### src/rtl/core2_dct_pkg.sv
// core2_dct_pkg
// Shared configuration and types for the Core2 OCI data-compressed-trace
// (DCT) packer.
//   FRAG_W : bits per trace fragment
//   FRAGS  : fragments per packed word
//   CNT_W  : width of the fragment-count field (must hold FRAGS)
//   BUF_W  : packed word width (FRAG_W*FRAGS)
//   dct_state_e : packer run-state {RUN, ENDING, ENDED}
package core2_dct_pkg;

  localparam int FRAG_W = 3;
  localparam int FRAGS  = 10;
  localparam int CNT_W  = 4;
  localparam int BUF_W  = FRAG_W * FRAGS;

  typedef enum logic [1:0] {
    RUN    = 2'd0,
    ENDING = 2'd1,
    ENDED  = 2'd2
  } dct_state_e;

endpackage

### src/rtl/core2_dct_out_reg.sv
// core2_dct_out_reg
// Single-entry valid/ready holding register for a packed DCT word and its
// fragment count.
// Handshake: a word is transferred to the consumer on a cycle where
// dct_valid && dct_ready; while dct_valid && !dct_ready the word and count
// are held stable. A new word may be loaded whenever the register is empty
// or is being drained in the same cycle (can_load).
// Ports:
//   clk, reset_n          : clock, asynchronous active-low reset
//   load                  : capture load_buf/load_cnt this cycle
//   load_buf, load_cnt    : word and count to capture
//   dct_ready             : consumer ready
//   dct_buffer, dct_count : registered word and count
//   dct_valid             : registered word-available flag
//   can_load              : combinational, register free for a load
module core2_dct_out_reg #(
  parameter int BUF_W = core2_dct_pkg::BUF_W,
  parameter int CNT_W = core2_dct_pkg::CNT_W
) (
  input  logic             clk,
  input  logic             reset_n,
  input  logic             load,
  input  logic [BUF_W-1:0] load_buf,
  input  logic [CNT_W-1:0] load_cnt,
  input  logic             dct_ready,
  output logic [BUF_W-1:0] dct_buffer,
  output logic [CNT_W-1:0] dct_count,
  output logic             dct_valid,
  output logic             can_load
);

  logic [BUF_W-1:0] buf_q, buf_d;
  logic [CNT_W-1:0] cnt_q, cnt_d;
  logic             valid_q, valid_d;

  always_comb begin
    buf_d    = buf_q;
    cnt_d    = cnt_q;
    valid_d  = valid_q;
    can_load = !valid_q || dct_ready;
    if (load && can_load) begin
      buf_d   = load_buf;
      cnt_d   = load_cnt;
      valid_d = 1'b1;
    end else if (valid_q && dct_ready) begin
      valid_d = 1'b0;
    end
  end

  always_ff @(posedge clk or negedge reset_n) begin
    if (!reset_n) begin
      buf_q   <= '0;
      cnt_q   <= '0;
      valid_q <= 1'b0;
    end else begin
      buf_q   <= buf_d;
      cnt_q   <= cnt_d;
      valid_q <= valid_d;
    end
  end

  assign dct_buffer = buf_q;
  assign dct_count  = cnt_q;
  assign dct_valid  = valid_q;

endmodule

### src/rtl/core2_cpu_1_oci_dct_packer.sv
// core2_cpu_1_oci_dct_packer
// Producer side of the Core2 OCI DCT interface. Packs FRAG_W-bit trace
// fragments into BUF_W-bit words (fragment i at bits [FRAG_W*i +: FRAG_W],
// fragment 0 at the LSB), hands them to the consumer through a single-entry
// output register, and sequences the end-of-run signals.
// Handshakes (both sides): a transfer happens on a rising edge where
// valid && ready are both high; the offering side holds its data stable
// until then.
// Optional feature: define CORE2_DCT_DROP_EN to make frag_ready constantly
// high in RUN; fragments that cannot be stored are then discarded and the
// sticky dct_overflow flag is raised. Without it, back-pressure is applied
// and dct_overflow is tied low.
// Ports:
//   clk, reset_n             : clock, asynchronous active-low reset
//   frag_valid/ready/data    : fragment input handshake
//   flush                    : pulse, emit the partial word
//   end_req                  : pulse, end the trace run
//   dct_buffer/count/valid   : packed word output, dct_ready from consumer
//   test_ending              : high in ENDING
//   test_has_ended           : high in ENDED (sticky until reset)
//   dct_overflow             : sticky drop flag
//   dbg_state                : current run-state, for observation
module core2_cpu_1_oci_dct_packer #(
  parameter int FRAG_W = core2_dct_pkg::FRAG_W,
  parameter int FRAGS  = core2_dct_pkg::FRAGS,
  parameter int CNT_W  = core2_dct_pkg::CNT_W
) (
  input  logic                      clk,
  input  logic                      reset_n,
  input  logic                      frag_valid,
  input  logic [FRAG_W-1:0]         frag_data,
  output logic                      frag_ready,
  input  logic                      flush,
  input  logic                      end_req,
  output logic [FRAG_W*FRAGS-1:0]   dct_buffer,
  output logic [CNT_W-1:0]          dct_count,
  output logic                      dct_valid,
  input  logic                      dct_ready,
  output logic                      test_ending,
  output logic                      test_has_ended,
  output logic                      dct_overflow,
  output logic [1:0]                dbg_state
);

  import core2_dct_pkg::*;

  localparam int W = FRAG_W * FRAGS;

  dct_state_e       state_q, state_d;
  logic [W-1:0]     fill_data_q, fill_data_d;
  logic [CNT_W-1:0] fill_cnt_q, fill_cnt_d;
  logic             flush_pend_q, flush_pend_d;

  logic             full;
  logic             can_load;
  logic             in_run;
  logic             frag_take;
  logic             flush_req;
  logic             flush_cond;
  logic [W-1:0]     m_data;
  logic [CNT_W-1:0] m_cnt;
  logic             xfer;

  always_comb begin
    state_d      = state_q;
    fill_data_d  = fill_data_q;
    fill_cnt_d   = fill_cnt_q;
    flush_pend_d = flush_pend_q;

    full      = (fill_cnt_q == CNT_W'(FRAGS));
    in_run    = (state_q == RUN);
    // A fragment can be stored unless the fill register is full and the
    // output register cannot take the full word this cycle.
    frag_take = frag_valid && in_run && !(full && !can_load);
`ifdef CORE2_DCT_DROP_EN
    frag_ready = in_run;
`else
    frag_ready = in_run && !(full && !can_load);
`endif

    flush_req  = flush && (state_q != ENDED);
    flush_cond = flush_pend_q || flush_req || (state_q == ENDING);

    // Merge an arriving fragment into the current fill so it can leave in
    // the same cycle's transfer. When full, the register is moved as-is and
    // the fragment starts the next word instead.
    m_data = fill_data_q;
    m_cnt  = fill_cnt_q;
    if (!full && frag_take) begin
      for (int i = 0; i < FRAGS; i++) begin
        if (fill_cnt_q == CNT_W'(i)) m_data[i*FRAG_W +: FRAG_W] = frag_data;
      end
      m_cnt = fill_cnt_q + CNT_W'(1);
    end

    if (full) xfer = can_load;
    else      xfer = can_load && ((m_cnt == CNT_W'(FRAGS)) ||
                                  (flush_cond && (m_cnt != '0)));

    if (xfer) begin
      if (full && frag_take) begin
        fill_data_d = W'(frag_data);
        fill_cnt_d  = CNT_W'(1);
      end else begin
        fill_data_d = '0;
        fill_cnt_d  = '0;
      end
    end else begin
      fill_data_d = m_data;
      fill_cnt_d  = m_cnt;
    end

    // A flush that finds the output register occupied waits for the
    // transfer; an empty flush leaves nothing behind.
    if ((state_q == ENDED) || xfer)         flush_pend_d = 1'b0;
    else if (flush_req && (m_cnt != '0))    flush_pend_d = 1'b1;

    case (state_q)
      RUN:    if (end_req) state_d = ENDING;
      ENDING: if ((fill_cnt_q == '0) && (!dct_valid || dct_ready))
                state_d = ENDED;
      ENDED:  state_d = ENDED;
      default: state_d = RUN;
    endcase
  end

  always_ff @(posedge clk or negedge reset_n) begin
    if (!reset_n) begin
      state_q      <= RUN;
      fill_data_q  <= '0;
      fill_cnt_q   <= '0;
      flush_pend_q <= 1'b0;
    end else begin
      state_q      <= state_d;
      fill_data_q  <= fill_data_d;
      fill_cnt_q   <= fill_cnt_d;
      flush_pend_q <= flush_pend_d;
    end
  end

`ifdef CORE2_DCT_DROP_EN
  logic overflow_q, overflow_d;

  always_comb begin
    overflow_d = overflow_q;
    if (frag_valid && in_run && full && !can_load) overflow_d = 1'b1;
  end

  always_ff @(posedge clk or negedge reset_n) begin
    if (!reset_n) overflow_q <= 1'b0;
    else          overflow_q <= overflow_d;
  end

  assign dct_overflow = overflow_q;
`else
  assign dct_overflow = 1'b0;
`endif

  core2_dct_out_reg #(
    .BUF_W (W),
    .CNT_W (CNT_W)
  ) u_out_reg (
    .clk        (clk),
    .reset_n    (reset_n),
    .load       (xfer),
    .load_buf   (m_data),
    .load_cnt   (m_cnt),
    .dct_ready  (dct_ready),
    .dct_buffer (dct_buffer),
    .dct_count  (dct_count),
    .dct_valid  (dct_valid),
    .can_load   (can_load)
  );

  assign test_ending    = (state_q == ENDING);
  assign test_has_ended = (state_q == ENDED);
  assign dbg_state      = state_q;

endmodule

### config.mk
export PLATFORM = sky130hd
export DESIGN_NAME = core2_cpu_1_oci_dct_packer
export DESIGN_NICKNAME = d
export VERILOG_FILES = /design/src/rtl/core2_dct_pkg.sv /design/src/rtl/core2_dct_out_reg.sv /design/src/rtl/core2_cpu_1_oci_dct_packer.sv
export SDC_FILE = /design/constraint.sdc
export NUM_CORES = 1
export LEC_CHECK = 0
export CAP_MARGIN = 20
export CELL_PAD_IN_SITES_DETAIL_PLACEMENT = 1
export CELL_PAD_IN_SITES_GLOBAL_PLACEMENT = 1
export CORE_ASPECT_RATIO = 0.75
export CORE_MARGIN = 3
export CORE_UTILIZATION = 35
export CTS_BUF_LIST = sky130_fd_sc_hd__clkbuf_4
export DETAILED_ROUTE_END_ITERATION = 6
export MAX_ROUTING_LAYER = met4
export PLACE_DENSITY = 0.76
export SLEW_MARGIN = 20
export SYNTH_ARGS = -nofsm -noshare
export SYNTH_HDL_FRONTEND = slang
export SYNTH_HIERARCHICAL = 1
export SYNTH_SLANG_ARGS = --single-unit
### constraint.sdc
create_clock -name clk -period 2.6 [get_ports clk]
set_input_delay 0.78 -clock clk [delete_from_list [all_inputs] [get_ports clk]]
set_output_delay 0.78 -clock clk [all_outputs]
set_load 0.005 [all_outputs]
==> results.ini <==
[synth]
syn-cell-area_um2=3690
synth_edf_count=0
synth.distinct_cells=42
synth_cells=267
yosys_register_bits=72
ys_warn_count=6
yosysSeqAreaShare_pct=48.9
synth_flop_cell=dfrtp_1
synth_nets=284
avgSynthCellArea_um2=13.8
async_reset_ff_share_pct=100

[place]
dp_hpwl_um=6130
gp_congestion=0.868
portBuffers=48
place_inst=461
place_area_um2=4500

[layout]
drive_gt1_share_pct=46.8
final_common_cell=dfrtp_1
syn2layout_area_growth_pct=27.7
design_area_um2=4710
final_cell_mix=dfrtp_1 (71), clkdlybuf4s50_1 (45), mux2_2 (33), mux2_4 (33), a21boi_2 (28)
nets=361
fin_cells=478
n_antenna_cell=0

[worst_setup_path]
critPathRequiredTime_ns=2.91
worstPathMaxFanout=6
startpoint=fill_cnt_q[1]
reg2reg_slack_ns=0.02
worst-setup-path-type=reg2reg
critPathTopFamily=simple AND/OR/NAND/NOR gates
cp-end-kind=flip-flop
rr_startpoint=fill_cnt_q[1]
cp_cell_sequence=ha_4 > and3b_4 > or4_4 > a211oi_4 > a21oi_4 > and2_4 > nand2_8 > clkbuf_16 > mux2_4
path_buf_inv=1
start_kind=flip-flop
critPathSlowestCell=or4_4
worstPathArrival_ns=2.89
max_stage_delay_ns=0.50

[pwr]
switchingPower_uw=1670
intPower_uw=2700
seqPwrFrac_pct=32.5
powerDensity_nw_per_um2=927
ir_drop_v=0.000480
p_clk_share_pct=12.9
pwr-share-comb_pct=54.6
switching_share_pct=38.2
leakage_uw=0.00224

[global_routing]
use_met1_pct=21.2
grt_pass1_vias=2622
grt_pass1_wl_um=14100
grt_usage_pct=15.8
use_met3_pct=4.01
busiest_layer=met2
antenna_found_initial=0
grt_use_met2_pct=24.2
grt_max_degree=32
grt_overflow=0

[routing]
vias=2381
routedWlPerCell_um=18.3
drtIter0Drc=137
ant_nets=0
route.detailed.drc=0
first_pass_iters=4
routed_via_density=4.98
drt-total-wl_um=8740

[clock_tree]
clock_path_buffers=2
cts_root_buf=clkbuf_4
clk_latency_ns=0.42
cts_buffers=9
cts_max_level=3
path_clk_slew_ns=0.11
hold_buffers=0
clock-sinks=72
cts_tree=yes

[timing]
hold_violations=0
setup_violations=0
slew_headroom_pct=61.4
post-route-period-util_pct=99.4
clock_skew_ns=0.0108
rsz0062_at_grt=true
fmax_mhz=387
period_needed_ns=2.58
worst_pin_slew_ns=0.577
slew_violations=0

[floorplanning]
rows=31
die_h_um=94.9
die-area_um2=11800
start_util_pct=37.0
chipWidth_um=125
coreArea_um2=9970
io_pins=50

[run_status]
status=complete, no violations

[worst_hold_path]
hold_class=in2async

[flow_run]
maxCapViolCount=0

[kinds of logic after synthesis]
kind of cell / count (synthesis) / synth area share (%)
mux: 67 / 23.8
fa+ha+maj: 8 / 2.71
xor+xnor: 1 / 0.238
flops: 72 / 48.9
other cells: 1 / 0.102
buf+inv: 24 / 4.82
simple gates: 42 / 6.45
compound gates: 52 / 13.0
[through the flow]
step / util (%) / TNS [ns] / power, uW / setup WS, ns / hold slack [ns]
floorplan: - / -4.78 / 2910 / -0.153 / 0.484
global placement: 45.1 / -23.95 / 3580 / -0.431 / 0.493
detailed placement: 45.1 / -24.80 / 3630 / -0.480 / 0.495
CTS: 46.2 / 0 / 4240 / 0.00208 / 0.280
global route: 47.2 / -1.04 / 4660 / -0.0422 / 0.302
finish: 47.2 / 0 / 4370 / 0.0167 / 0.306
[cell usage after synthesis, drive strengths merged, types with 3 or more instances]
library cell | n | area (um^2)
ha | 8 | 100
o21ai | 6 | 30.0
mux2 | 66 | 856
buf | 12 | 133
clkbuf | 3 | 11.3
a22oi | 4 | 30.0
inv | 9 | 33.8
nand2 | 18 | 75.1
and2 | 3 | 21.3
nor2 | 5 | 18.8
nand3 | 4 | 20.0
a21oi | 7 | 42.5
a21boi | 28 | 315
dfrtp | 72 | 1800
[state kept, by name, summed over array words and instances, names as in the netlist]
register              cells
fill_data_q              30
u_out_reg/dct_buffer     30
fill_cnt_q                4
u_out_reg/dct_count       4
dbg_state                 2
flush_pend_q              1
u_out_reg/dct_valid       1
[power groups by stage]
stage	logic, uW	clock network [uW]	registers [uW]
final	2380	563	1420
after global routing	2580	644	1440
after CTS	2230	592	1420
after detailed placement	2190	0	1440
after global placement	2150	0	1430
after floorplan	1480	0	1430
[repair_timing]
item | CTS | global route
endpoints found under the setup margin | 30 | 36
buffers inserted | 0 | 2
pin swaps | 1 | 6
gates resized for setup | 4 | 11
cloned | 0 | 2
[routing by layer]
metal,up-vias,share of wire [%]
met5,-,0
met1,1220,49
met3,13,4.5
li1,1091,-
met4,0,1.2
met2,57,46
[worst register-to-register path, stage by stage (launching register included)]
cell and delay (ns):
dfrtp_2 0.45, ha_4 0.18, and3b_4 0.18, or4_4 0.50
a211oi_4 0.32, a21oi_4 0.09, and2_4 0.16, nand2_8 0.13
clkbuf_16 0.17, mux2_4 0.30
[final cells by class]
cell class,count,area (um^2)
clock buffer,11,82.6
timing repair buffer,81,818
sequential,72,1800
tap,132,165
clock inverter,2,10.0
fill,1023,5260
multi-input combinational,171,1790
inverter,9,33.8
[path summary, 6_finish.rpt]
check | depth (start not counted) | to
worst max-delay path | 9 | u_out_reg/dct_buffer[6]
worst min-delay path | 1 | u_out_reg/dct_buffer[24]
worst max register to register | 9 | u_out_reg/dct_buffer[6]
worst min register to register | 1 | u_out_reg/dct_buffer[3]
max in group asynchronous | 2 | fill_data_q[22]
min in group clk | 1 | u_out_reg/dct_buffer[3]
Note: power is estimated with default switching activity, not from simulation.
